<file path="config.mk">
export PLATFORM = sky130hd
export DESIGN_NAME = ahb_wr_capture_flat
export DESIGN_NICKNAME = d
export VERILOG_FILES = /design/src/rtl/ahb_wr_capture_if.sv /design/src/rtl/ahb_wr_capture.sv /design/src/flat_wrapper.sv
export SDC_FILE = /design/constraint.sdc
export NUM_CORES = 1
export LEC_CHECK = 0
export CORE_ASPECT_RATIO = 1.4
export CORE_MARGIN = 1
export CORE_UTILIZATION = 55
export DETAILED_ROUTE_END_ITERATION = 6
export PLACE_DENSITY = 0.74
export SYNTH_ARGS = -nofsm -noshare
export SYNTH_HDL_FRONTEND = slang
export SYNTH_SLANG_ARGS = --single-unit
</file>
<file path="constraint.sdc">
create_clock -name I_clk -period 7.4 [get_ports I_clk]
set_input_delay 0.74 -clock I_clk [delete_from_list [all_inputs] [get_ports I_clk]]
set_output_delay 0.74 -clock I_clk [all_outputs]
set_load 0.05 [all_outputs]
</file>
<file path="src/rtl/ahb_wr_capture_if.sv">
// ahb_wr_capture_if
//  Groups the snooped AHB-Lite master signals and the capture FIFO's valid/ready
//  consumer port into a single bundle.
//  Signals:
//   htrans/hwrite/hsize/haddr/hwdata/hready : AHB-Lite master bus (snooped)
//   wr_vld/wr_addr/wr_data                  : FIFO head entry toward the decoder
//   wr_rdy                                  : decoder ready (pop on wr_vld && wr_rdy)
//  Modports:
//   master : environment side (drives the bus and wr_rdy, observes the FIFO head)
//   slave  : capture block side
interface ahb_wr_capture_if;
   logic [1:0]  htrans;
   logic        hwrite;
   logic [2:0]  hsize;
   logic [31:0] haddr;
   logic [31:0] hwdata;
   logic        hready;
   logic        wr_vld;
   logic [15:0] wr_addr;
   logic [31:0] wr_data;
   logic        wr_rdy;

   modport master (
      output htrans, hwrite, hsize, haddr, hwdata, hready, wr_rdy,
      input  wr_vld, wr_addr, wr_data
   );

   modport slave (
      input  htrans, hwrite, hsize, haddr, hwdata, hready, wr_rdy,
      output wr_vld, wr_addr, wr_data
   );
endinterface

</file>
<file path="src/rtl/ahb_wr_capture.sv">
// ahb_wr_capture
//  Snoops the CPU AHB-Lite master bus and captures 32-bit writes that hit the
//  capture window. Each accepted address phase is paired with its data phase and
//  {offset, data} is pushed into a first-word-fall-through FIFO that feeds the
//  decoder through a valid/ready port. Single clock domain.
//  Ports:
//   I_clk        : CPU clock
//   I_rst        : synchronous reset, active-high
//   bus          : ahb_wr_capture_if.slave (AHB snoop inputs, FIFO head/ready)
//   O_fifo_lvl   : FIFO occupancy, 0..2**FIFO_AW
//   O_ovf        : sticky, at least one capture dropped since reset
//   O_ovf_cnt    : dropped-capture count, saturating
//   O_wr_tstamp  : head entry timestamp (only with AHB_CAP_TSTAMP_EN)
//  Build option:
//   AHB_CAP_TSTAMP_EN : adds a free-running cycle counter sampled at data-phase
//                       completion and stored with each entry (80-bit entries).
module ahb_wr_capture #(
   parameter logic [31:0] ADDR_BASE = 32'h4000_0000,
   parameter logic [31:0] ADDR_MASK = 32'hFFFF_0000,
   parameter int unsigned FIFO_AW   = 4
) (
   input  logic                 I_clk,
   input  logic                 I_rst,
   ahb_wr_capture_if.slave      bus,
   output logic [FIFO_AW:0]     O_fifo_lvl,
   output logic                 O_ovf,
   output logic [15:0]          O_ovf_cnt
`ifdef AHB_CAP_TSTAMP_EN
   ,
   output logic [31:0]          O_wr_tstamp
`endif
);

   localparam int unsigned DEPTH = 2 ** FIFO_AW;
`ifdef AHB_CAP_TSTAMP_EN
   localparam int unsigned FW = 80;
`else
   localparam int unsigned FW = 48;
`endif

   // Address/data phase pairing
   logic              pend_q, pend_d;
   logic [15:0]       pend_addr_q, pend_addr_d;
   logic              accept;
   logic              push;
   logic [FW-1:0]     push_entry;

   // FIFO storage and pointers (extra MSB distinguishes full from empty)
   logic [FW-1:0]     mem [DEPTH];
   logic [FIFO_AW:0]  wr_ptr_q, rd_ptr_q;
   logic              empty, full, pop, push_ok, drop;
   logic [FW-1:0]     head;

   logic              ovf_q;
   logic [15:0]       ovf_cnt_q;

`ifdef AHB_CAP_TSTAMP_EN
   logic [31:0]       tstamp_q;
`endif

   // Only NONSEQ/SEQ word writes inside the window start a capture.
   assign accept = bus.hready
                 && ((bus.htrans == 2'b10) || (bus.htrans == 2'b11))
                 && bus.hwrite
                 && (bus.hsize == 3'b010)
                 && ((bus.haddr & ADDR_MASK) == ADDR_BASE);

   // Data phase completes on the first ready cycle after an accepted address.
   assign push = pend_q && bus.hready;

`ifdef AHB_CAP_TSTAMP_EN
   assign push_entry = {tstamp_q, pend_addr_q, bus.hwdata};
`else
   assign push_entry = {pend_addr_q, bus.hwdata};
`endif

   always_comb begin
      pend_d      = pend_q;
      pend_addr_d = pend_addr_q;
      // During wait states the pending phase is simply held.
      if (bus.hready) begin
         pend_d = accept;
         if (accept) begin
            pend_addr_d = bus.haddr[15:0] - ADDR_BASE[15:0];
         end
      end
   end

   always_ff @(posedge I_clk) begin
      if (I_rst) begin
         pend_q      <= 1'b0;
         pend_addr_q <= 16'h0000;
      end else begin
         pend_q      <= pend_d;
         pend_addr_q <= pend_addr_d;
      end
   end

   assign empty   = (wr_ptr_q == rd_ptr_q);
   assign full    = (wr_ptr_q[FIFO_AW] != rd_ptr_q[FIFO_AW])
                 && (wr_ptr_q[FIFO_AW-1:0] == rd_ptr_q[FIFO_AW-1:0]);
   assign pop     = !empty && bus.wr_rdy;
   // A pop in the same cycle frees the slot the push needs.
   assign push_ok = push && (!full || pop);
   assign drop    = push && full && !pop;

   always_ff @(posedge I_clk) begin
      if (push_ok) begin
         mem[wr_ptr_q[FIFO_AW-1:0]] <= push_entry;
      end
   end

   always_ff @(posedge I_clk) begin
      if (I_rst) begin
         wr_ptr_q  <= '0;
         rd_ptr_q  <= '0;
         ovf_q     <= 1'b0;
         ovf_cnt_q <= 16'h0000;
      end else begin
         if (push_ok) begin
            wr_ptr_q <= wr_ptr_q + 1'b1;
         end
         if (pop) begin
            rd_ptr_q <= rd_ptr_q + 1'b1;
         end
         if (drop) begin
            ovf_q <= 1'b1;
            if (ovf_cnt_q != 16'hFFFF) begin
               ovf_cnt_q <= ovf_cnt_q + 16'd1;
            end
         end
      end
   end

`ifdef AHB_CAP_TSTAMP_EN
   always_ff @(posedge I_clk) begin
      if (I_rst) begin
         tstamp_q <= 32'h0000_0000;
      end else begin
         tstamp_q <= tstamp_q + 32'd1;
      end
   end
`endif

   // Head is read straight from the registered storage; outputs are forced to
   // zero while empty so reset and idle show clean values.
   assign head = mem[rd_ptr_q[FIFO_AW-1:0]];

   always_comb begin
      bus.wr_vld  = !empty;
      bus.wr_addr = 16'h0000;
      bus.wr_data = 32'h0000_0000;
`ifdef AHB_CAP_TSTAMP_EN
      O_wr_tstamp = 32'h0000_0000;
`endif
      if (!empty) begin
         bus.wr_addr = head[47:32];
         bus.wr_data = head[31:0];
`ifdef AHB_CAP_TSTAMP_EN
         O_wr_tstamp = head[79:48];
`endif
      end
   end

   assign O_fifo_lvl = wr_ptr_q - rd_ptr_q;
   assign O_ovf      = ovf_q;
   assign O_ovf_cnt  = ovf_cnt_q;

endmodule

</file>
<file path="src/flat_wrapper.sv">
// flat-port wrapper written by rule: the top's interface ports become plain ports
module ahb_wr_capture_flat 
#(
   parameter logic [31:0] ADDR_BASE = 32'h4000_0000,
   parameter logic [31:0] ADDR_MASK = 32'hFFFF_0000,
   parameter int unsigned FIFO_AW   = 4
)
  (I_clk, I_rst, O_fifo_lvl, O_ovf, O_ovf_cnt, bus_htrans, bus_hwrite, bus_hsize, bus_haddr, bus_hwdata, bus_hready, bus_wr_rdy, bus_wr_vld, bus_wr_addr, bus_wr_data);
  ahb_wr_capture_if bus_i ();
  input  logic I_clk;
  input  logic I_rst;
  output logic [FIFO_AW:0] O_fifo_lvl;
  output logic O_ovf;
  output logic [15:0] O_ovf_cnt;
  input wire logic [$bits(bus_i.htrans)-1:0] bus_htrans;
  input wire logic [$bits(bus_i.hwrite)-1:0] bus_hwrite;
  input wire logic [$bits(bus_i.hsize)-1:0] bus_hsize;
  input wire logic [$bits(bus_i.haddr)-1:0] bus_haddr;
  input wire logic [$bits(bus_i.hwdata)-1:0] bus_hwdata;
  input wire logic [$bits(bus_i.hready)-1:0] bus_hready;
  input wire logic [$bits(bus_i.wr_rdy)-1:0] bus_wr_rdy;
  output wire logic [$bits(bus_i.wr_vld)-1:0] bus_wr_vld;
  output wire logic [$bits(bus_i.wr_addr)-1:0] bus_wr_addr;
  output wire logic [$bits(bus_i.wr_data)-1:0] bus_wr_data;
  assign bus_i.htrans = bus_htrans;
  assign bus_i.hwrite = bus_hwrite;
  assign bus_i.hsize = bus_hsize;
  assign bus_i.haddr = bus_haddr;
  assign bus_i.hwdata = bus_hwdata;
  assign bus_i.hready = bus_hready;
  assign bus_i.wr_rdy = bus_wr_rdy;
  assign bus_wr_vld = bus_i.wr_vld;
  assign bus_wr_addr = bus_i.wr_addr;
  assign bus_wr_data = bus_i.wr_data;
  ahb_wr_capture #(.ADDR_BASE(ADDR_BASE), .ADDR_MASK(ADDR_MASK), .FIFO_AW(FIFO_AW)) u_core (.I_clk(I_clk), .I_rst(I_rst), .bus(bus_i), .O_fifo_lvl(O_fifo_lvl), .O_ovf(O_ovf), .O_ovf_cnt(O_ovf_cnt));
endmodule
</file>
# Word-level counts from Yosys, hierarchy flattened

Memories as Yosys holds them, arrays and structs flattened. A register that Yosys moved wholly into a read port is not among the register bits.
Index checks and enable logic that the tools add are counted.

$add $sub $neg: 4
Equal/unequal tests: 8
Mux-type cells: 6
Reductions and logical operators: 17

Operators by type and width:

| cell                    | count |
|---|---|
| $mux W32                | 1 |
| $add A16 B1 Y16 const B | 1 |
| $eq A16 B15 Y1 const B  | 1 |
| $mux W16                | 1 |
| $ne A16 B16 Y1 const B  | 1 |
| $add A5 B1 Y5 const B   | 2 |
| $logic_and A1 B1 Y1     | 10 |
| $mux W4                 | 2 |
| $eq A5 B5 Y1            | 1 |
| $sub A5 B5 Y5           | 1 |
| $eq A2 B2 Y1 const B    | 2 |
| $eq A4 B4 Y1            | 1 |
| $reduce_and A2 Y1       | 2 |
| $eq A3 B2 Y1 const B    | 1 |
| $logic_not A1 Y1        | 3 |
| $logic_or A1 B1 Y1      | 2 |
| $mux W1                 | 2 |
| $ne A1 B1 Y1            | 1 |

Flip-flop bits (word level): 44
Memory bits (writable): 768
Bits of input ports: 74
Output and inout port bits: 71
Logic and storage cells: 42
Memories: 1

Memories:

| name       | words | bits a word | rd ports | clocked after memory_dff | write ports | RTL line             | source |
|---|---|---|---|---|---|---|---|
| u_core.mem | 16    | 48          | 1        | 1                        | 1           | ahb_wr_capture.sv:49 | `logic [FW-1:0] mem [DEPTH];` |

# Depth between registers and ports, before layout

Gate-level depths: netlist of run 1.

Word-level depth: 7
Depth in mapped cells: 9
Mapped depth without buffers: 7

# Worst setup path before layout of run 1

Ideal clock, no wire load.

Path kind: register -> register
Start point: register u_core.wr_ptr_q[0]
End point: memory u_core.mem[0][0] (enable)
Setup time: 0.513 ns
Arrival: 4.580 ns
Data required time: 6.887 ns
Path slack: 2.307 ns
Cell stages (with the launch flop): 7
Path buffers: 0
Cells stage by stage: dfxtp_1 inv_1 ha_1 nand4_1 o31a_1 nand2_1 nor3_1

Word-level cells in the longest chain between the ends: 7

RTL lines:

| what                                                    | RTL line                                     | source |
|---|---|---|
| start, declared                                         | ahb_wr_capture.sv:50                         | `logic [FIFO_AW:0] wr_ptr_q, rd_ptr_q;` |
| start signal, assigned                                  | ahb_wr_capture.sv:121                        | `wr_ptr_q <= wr_ptr_q + 1'b1;` |
| $eq A5 B5 Y1 or $eq A4 B4 Y1 (tied branches)            | ahb_wr_capture.sv:99, ahb_wr_capture.sv:101  |  |
| $logic_not A1 Y1 or $logic_and A1 B1 Y1 (tied branches) | ahb_wr_capture.sv:102, ahb_wr_capture.sv:101 |  |
| $logic_and A1 B1 Y1 or $logic_not A1 Y1 (tied branches) | ahb_wr_capture.sv:102, ahb_wr_capture.sv:104 |  |
| $logic_or A1 B1 Y1                                      | ahb_wr_capture.sv:104                        | `assign push_ok = push && (!full \|\| pop);` |
| $logic_and A1 B1 Y1                                     | ahb_wr_capture.sv:104                        |  |
| $mux W1                                                 | ahb_wr_capture.sv:108                        | `if (push_ok) begin` |
| $mux W1 (not written as such)                           | ahb_wr_capture.sv:109                        | `mem[wr_ptr_q[FIFO_AW-1:0]] <= push_entry;` |
| end, declared                                           | ahb_wr_capture.sv:49                         |  |

Parallel ways exist; a longest one is shown, timed or not.

# Final worst setup path of run 1

Start point: register u_core.wr_ptr_q[2]
End point: output port bus_wr_data[3]

Word-level cells in the longest chain between the ends: 2

RTL lines:

| what          | RTL line              | source |
|---|---|---|
| $eq A5 B5 Y1  | ahb_wr_capture.sv:99  | `assign empty = (wr_ptr_q == rd_ptr_q);` |
| $mux W32      | ahb_wr_capture.sv:156 | `if (!empty) begin` |
| end, declared | flat_wrapper.sv:24    | `output wire logic [$bits(bus_i.wr_data)-1:0] bus_wr_data;` |

Every way passes these cells.

==> flow_summary.json, run 1 <==
{
  "postCtsSetupBuffers": 0,
  "fin_worst_skew_ps": 27.4,
  "synth_top_area_share_pct": 73.5,
  "cts_hold_buffers": 0,
  "synth-seq-area-share_pct": 76.6,
  "cts_resized": 0,
  "n_antenna_cell": 0,
  "synth_cell_type_count": 45,
  "clock_latency_ps": 600,
  "holdCritPathClass": "reg2reg",
  "coreArea_um2": 56300,
  "htreeDepth": 3,
  "rows": 103,
  "hold_ws_ps": 463,
  "tritoncts": "done",
  "grt_usage_pct": 22.7,
  "nNetsFinal": 1712,
  "avgRoutedWirePerCell_um": 26.5,
  "grt_pass1_vias": 15900,
  "max-vdd-ir-drop_mv": 0.138,
  "maxSlewViolCount": 0,
  "clk_path_buf_depth": 3,
  "grt_pass1_wl_mm": 96.1,
  "cts_sinks": 816,
  "r2r-start": "u_core.wr_ptr_q[2]",
  "min_to": "u_core.O_ovf",
  "drc": 0,
  "drive_above_1_share_pct": 20.3,
  "die_x_um": 204,
  "io_pins": 145,
  "nFillCells": 3632,
  "arrival_ps": 4390,
  "status": "finished clean",
  "place_ws_ps": 2800,
  "crit_path_start_kind": "flip-flop",
  "r2r-end": "u_core.mem[4][45]",
  "viasPerCell": 6.21,
  "drtPass1Iterations": 5,
  "power_frac_seq_pct": 57.1,
  "clk_pin_slew_ps": 60,
  "die_h_um": 285,
  "root_buffer": "clkbuf_16",
  "critPathCaptureType": "output pin",
  "ys_top_cells_by_count": "edfxtp_1, mux4_2, mux2i_1",
  "io_buffers": 143,
  "vias": 15000,
  "p_comb_share_pct": 0.9,
  "ant_nets": 0,
  "synth_area_leaders": "edfxtp_1, mux4_2, mux2i_1",
  "max-slew-margin-rel_pct": 26.9,
  "tns_ps": 0,
  "hold_viol": 0,
  "wirelength_mm": 64.2,
  "crit_required_ps": 6660,
  "rr_worst_depth": 6,
  "worst-setup-path-type": "reg2out",
  "min_path_cells": 2,
  "p_per_area_nw_per_um2": 244,
  "grt_max_degree": 150,
  "ys_warn_count": 0,
  "drt_iter0_drc": 1115,
  "grt_remaining_overflow": 0,
  "start_util_pct": 55.7,
  "ys_seq_elements": 816,
  "cp_max_fo": 30,
  "yosys.area.top_type": "edfxtp_1",
  "syn_to_final_growth_pct": 14.9,
  "syn_area_um2": 31400,
  "power.share.clock_pct": 42.0,
  "routabilityCongestion": 0.797,
  "tightest_slew_ps": 1090,
  "synth_nets": 1553,
  "dp_cells": 2287,
  "postSynthCellCount": 1468,
  "dp_hpwl_mm": 31.6,
  "leakage_nw": 10.1,
  "swShare_pct": 18.7,
  "internal-power_mw": 7.14,
  "hp-start": "u_core.O_ovf",
  "fmax_mhz": 195,
  "period_share_pct": 69.3,
  "drv_cap": 0,
  "setup_ws_ps": 2270,
  "fin_crit_ps": 5130,
  "synth_ff_type": "edfxtp_1",
  "reg2reg_slack_ps": 3760,
  "synth.avg_cell_area_um2": 21.4,
  "setup_viol": 0,
  "async_flop_share_pct": 0,
  "layoutNonFillerInstCount": 2419,
  "numCtsBuffers": 73,
  "die-area_um2": 58000,
  "synth-edff-count": 768,
  "rsz0062_at_grt": "no",
  "yosysMostFrequentCell": "edfxtp_1",
  "antenna_found_initial": 1,
  "switching_power_mw": 1.65
}
==> power by group through the flow <==
stage	clock, mW	sequential (mW)	combinational, mW
after global placement	0	5.12	0.0745
final	3.70	5.02	0.0794
after floorplan	0	5.12	0.00642
after detailed placement	0	5.12	0.0793
after CTS	3.75	5.02	0.0794
after global routing	3.91	5.01	0.0861
==> worst max-delay path, stage by stage (launching register included) <==
cell             delay [ps]
dfxtp_1                 570
ha_1                    360
nand4_1                 210
or2_1                   240
nand2_2                 610
buf_4                   510
o22ai_1                 400
clkdlybuf4s50_1         880
==> final cells by class <==
type	count	area, µm²	area share, %
Clock inverter	39	335	0.930
Clock buffer	93	2000	5.54
Multi-Input combinational cell	558	7070	19.6
Sequential cell	816	24000	66.7
Timing Repair Buffer	168	1650	4.58
Inverter	10	37.5	0.104
Tap cell	735	920	2.55
==> cells in the final DEF (no fill, tap or decap), drive strengths merged, types with 7 or more instances in the layout <==
cell type / Yosys / layout
clkinv: 0 / 28
mux4: 192 / 192
nor2: 31 / 31
dfxtp: 48 / 48
nand2: 12 / 12
o21ai: 22 / 22
nand4: 7 / 7
a21oi: 31 / 31
mux2i: 97 / 97
inv: 10 / 14
nor2b: 10 / 10
edfxtp: 768 / 768
ha: 10 / 10
buf: 45 / 26
nand3: 26 / 26
clkbuf: 39 / 93
clkdlybuf4s50: 0 / 142
mux2: 9 / 9
nor4: 11 / 11
o22ai: 48 / 48
==> flip-flops by register name (all words and copies together) (netlist names), named ones only <==
signal,flops
u_core.O_ovf,1
u_core.pend_addr_q,16
u_core.rd_ptr_q,5
u_core.O_ovf_cnt,16
u_core.mem,768
u_core.wr_ptr_q,5
u_core.pend_q,1
==> stage by stage <==
step           util [%]  cell area [µm²]  power (mW)
2_1_floorplan         -            31400        5.12
3_3_place_gp       59.9            33700        5.19
3_5_place_dp       59.9            33700        5.19
4_1_cts            64.0            36000        8.85
5_1_grt            64.0            36000        9.01
6_report           64.0            36000        8.79
==> logic make-up after synthesis <==
logic type	Yosys count	share of synthesized area, %
flops	816	76.6
mux	298	17.2
simple gates	128	2.17
compound gates	112	2.07
buf+inv	94	1.23
fa+ha+maj	11	0.463
xor+xnor	9	0.251
==> routing by layer <==
layer,up-vias,wire (µm),GRT usage [%]
met4,2,1770,8.16
met1,7848,25400,30.3
met3,115,4350,4.08
met2,601,32600,37.7
met5,-,17,0
li1,6456,-,-
==> worst max path at each step <==
stage	start	to	slack (ps)
after global routing	u_core.wr_ptr_q[2]	bus_wr_addr[7]	2070
after global placement	u_core.wr_ptr_q[2]	bus_wr_addr[14]	2800
final	u_core.wr_ptr_q[2]	bus_wr_data[3]	2270
after detailed placement	u_core.wr_ptr_q[2]	bus_wr_data[3]	2800
after floorplan	u_core.wr_ptr_q[0]	u_core.mem[0][0]	2310
after CTS	u_core.wr_ptr_q[2]	bus_wr_data[3]	2160
(Power assumes the default switching activity.)
==> run 2, diff against run 1 <==
==> constraint.sdc (replaced) <==
create_clock -name I_clk -period 5.4 [get_ports I_clk]
set_input_delay 0.54 -clock I_clk [delete_from_list [all_inputs] [get_ports I_clk]]
set_output_delay 0.54 -clock I_clk [all_outputs]
set_load 0.05 [all_outputs]
==> flow_summary.json, run 2 (synthesis gave the netlist of run 1 again) <==
{
  "clk_pin_slew_ps": 60,
  "met3_usage_pct": 3.68,
  "r2r-start": "u_core.wr_ptr_q[2]",
  "leakage_nw": 10.2,
  "total_power_mw": 12.0,
  "routabilityCongestion": 0.811,
  "worst-setup-path-type": "reg2out",
  "crit_start": "u_core.wr_ptr_q[2]",
  "status": "finished clean",
  "drtPass1Iterations": 5,
  "cts_hold_buffers": 0,
  "setup_ws_ps": 575,
  "setup_viol": 0,
  "drt_iter0_drc": 1705,
  "die-area_um2": 58000,
  "max-slew-margin-rel_pct": 23.5,
  "viasPerCell": 6.27,
  "fmax_mhz": 207,
  "grt_util_met1_pct": 32.2,
  "cts_resized": 0,
  "wirelength_mm": 66.5,
  "drv_cap": 0,
  "cts_sinks": 816,
  "postCtsSetupBuffers": 0,
  "min_to": "u_core.O_ovf",
  "holdCritPathClass": "reg2reg",
  "hold_viol": 0,
  "top_usage_layer": "met2",
  "start_util_pct": 55.7,
  "io_pins": 145,
  "post_dp_cell_area_um2": 34000,
  "reg2reg_slack_ps": 2130,
  "largest_reg_flops": 768,
  "io_buffers": 143,
  "design_area_um2": 36300,
  "clk_path_buf_depth": 3,
  "nNetsFinal": 1728,
  "max-vdd-ir-drop_mv": 0.208,
  "clock_latency_ps": 610,
  "p_per_area_nw_per_um2": 332,
  "rows": 103,
  "post-route-util_pct": 64.4,
  "maxSlewViolCount": 0,
  "critPathCaptureType": "output pin",
  "final_common_cell": "edfxtp_1",
  "die_h_um": 285,
  "n_antenna_cell": 0,
  "grt_pass1_wl_mm": 99.5,
  "drc": 0,
  "fin_worst_skew_ps": 17.7,
  "rr_worst_depth": 6,
  "grt_usage_pct": 23.5,
  "htreeDepth": 3,
  "tightest_slew_ps": 1150,
  "grt_remaining_overflow": 0,
  "grt_max_degree": 81,
  "tns_ps": 0,
  "tritoncts": "done",
  "hp-start": "u_core.O_ovf",
  "use_met2_pct": 39.2,
  "place_ws_ps": 1200,
  "grt_pass1_vias": 16000,
  "vias": 15200,
  "antenna_found_initial": 1,
  "min_path_cells": 2,
  "dp_hpwl_mm": 34.5,
  "period_share_pct": 89.3,
  "numCtsBuffers": 72,
  "coreArea_um2": 56300,
  "die_x_um": 204,
  "avgRoutedWirePerCell_um": 27.3,
  "cp_max_fo": 25,
  "arrival_ps": 4280,
  "most-common-layout-cells": "edfxtp_1, mux4_2, clkdlybuf4s50_1",
  "ant_nets": 0,
  "rsz0062_at_grt": "no",
  "syn_to_final_growth_pct": 15.7,
  "r2r-end": "u_core.mem[6][36]",
  "drive_above_1_share_pct": 21.0,
  "crit_required_ps": 4860,
  "crit_path_start_kind": "flip-flop",
  "root_buffer": "clkbuf_16",
  "fin_crit_ps": 4820
}
## run 2: changes by cell type in the layout (fill, tap and decap cells not counted)
cell	before	now
clkbuf_8	1	2
clkinvlp_4	2	1
inv_6	4	2
clkinv_1	16	13
clkinvlp_2	0	1
clkinv_4	1	0
clkinv_8	1	0
buf_4	22	30
buf_12	3	12
bufinv_16	5	6
## run 2: worst max-delay path by stage
stage | end | slack (ps)
after global routing | bus_wr_addr[15] | 490
after CTS | bus_wr_addr[15] | 550
after global placement | bus_wr_addr[15] | 1250
final | bus_wr_addr[15] | 580
after detailed placement | bus_wr_addr[15] | 1200
after floorplan | u_core.mem[0][0] | 310
## run 2: final cells by class
class,instances,area [µm²]
sequential,816,24000
fill,3576,20000
multi-input combinational,558,7070
clock buffer,94,2010
timing repair buffer,185,1890
tap,735,920
clock inverter,33,309
inverter,10,37.5
## run 2: report_power, final
| part | internal [mW] | switching, mW | total [mW] |
|---|---|---|---|
| sequential | 6.87 | 0.000000619 | 6.87 |
| clock | 2.91 | 2.16 | 5.07 |
| combinational | 0.0470 | 0.0619 | 0.109 |
| total | 9.83 | 2.22 | 12.0 |
## run 2: per-stage QoR
stage,std cells,hold WS (ps)
6_report,2431,462
5_1_grt,2431,474
4_1_cts,2431,464
3_5_place_dp,2304,448
3_3_place_gp,2304,439
2_1_floorplan,1468,480
## run 2: per-layer routing
| layer | routed length, µm | part of all wire, % |
|---|---|---|
| met1 | 26200 | 39 |
| met5 | 10 | 0.015 |
| met4 | 1270 | 1.9 |
| met2 | 34500 | 52 |
| met3 | 4520 | 6.8 |
## run 2: critical path, stage by stage (launching register included)
cell and delay, ps:
dfxtp_1 570, ha_1 360, nand4_1 220, or2_1 250
nand2_2 550, buf_12 420, o22ai_1 410, clkdlybuf4s50_1 900
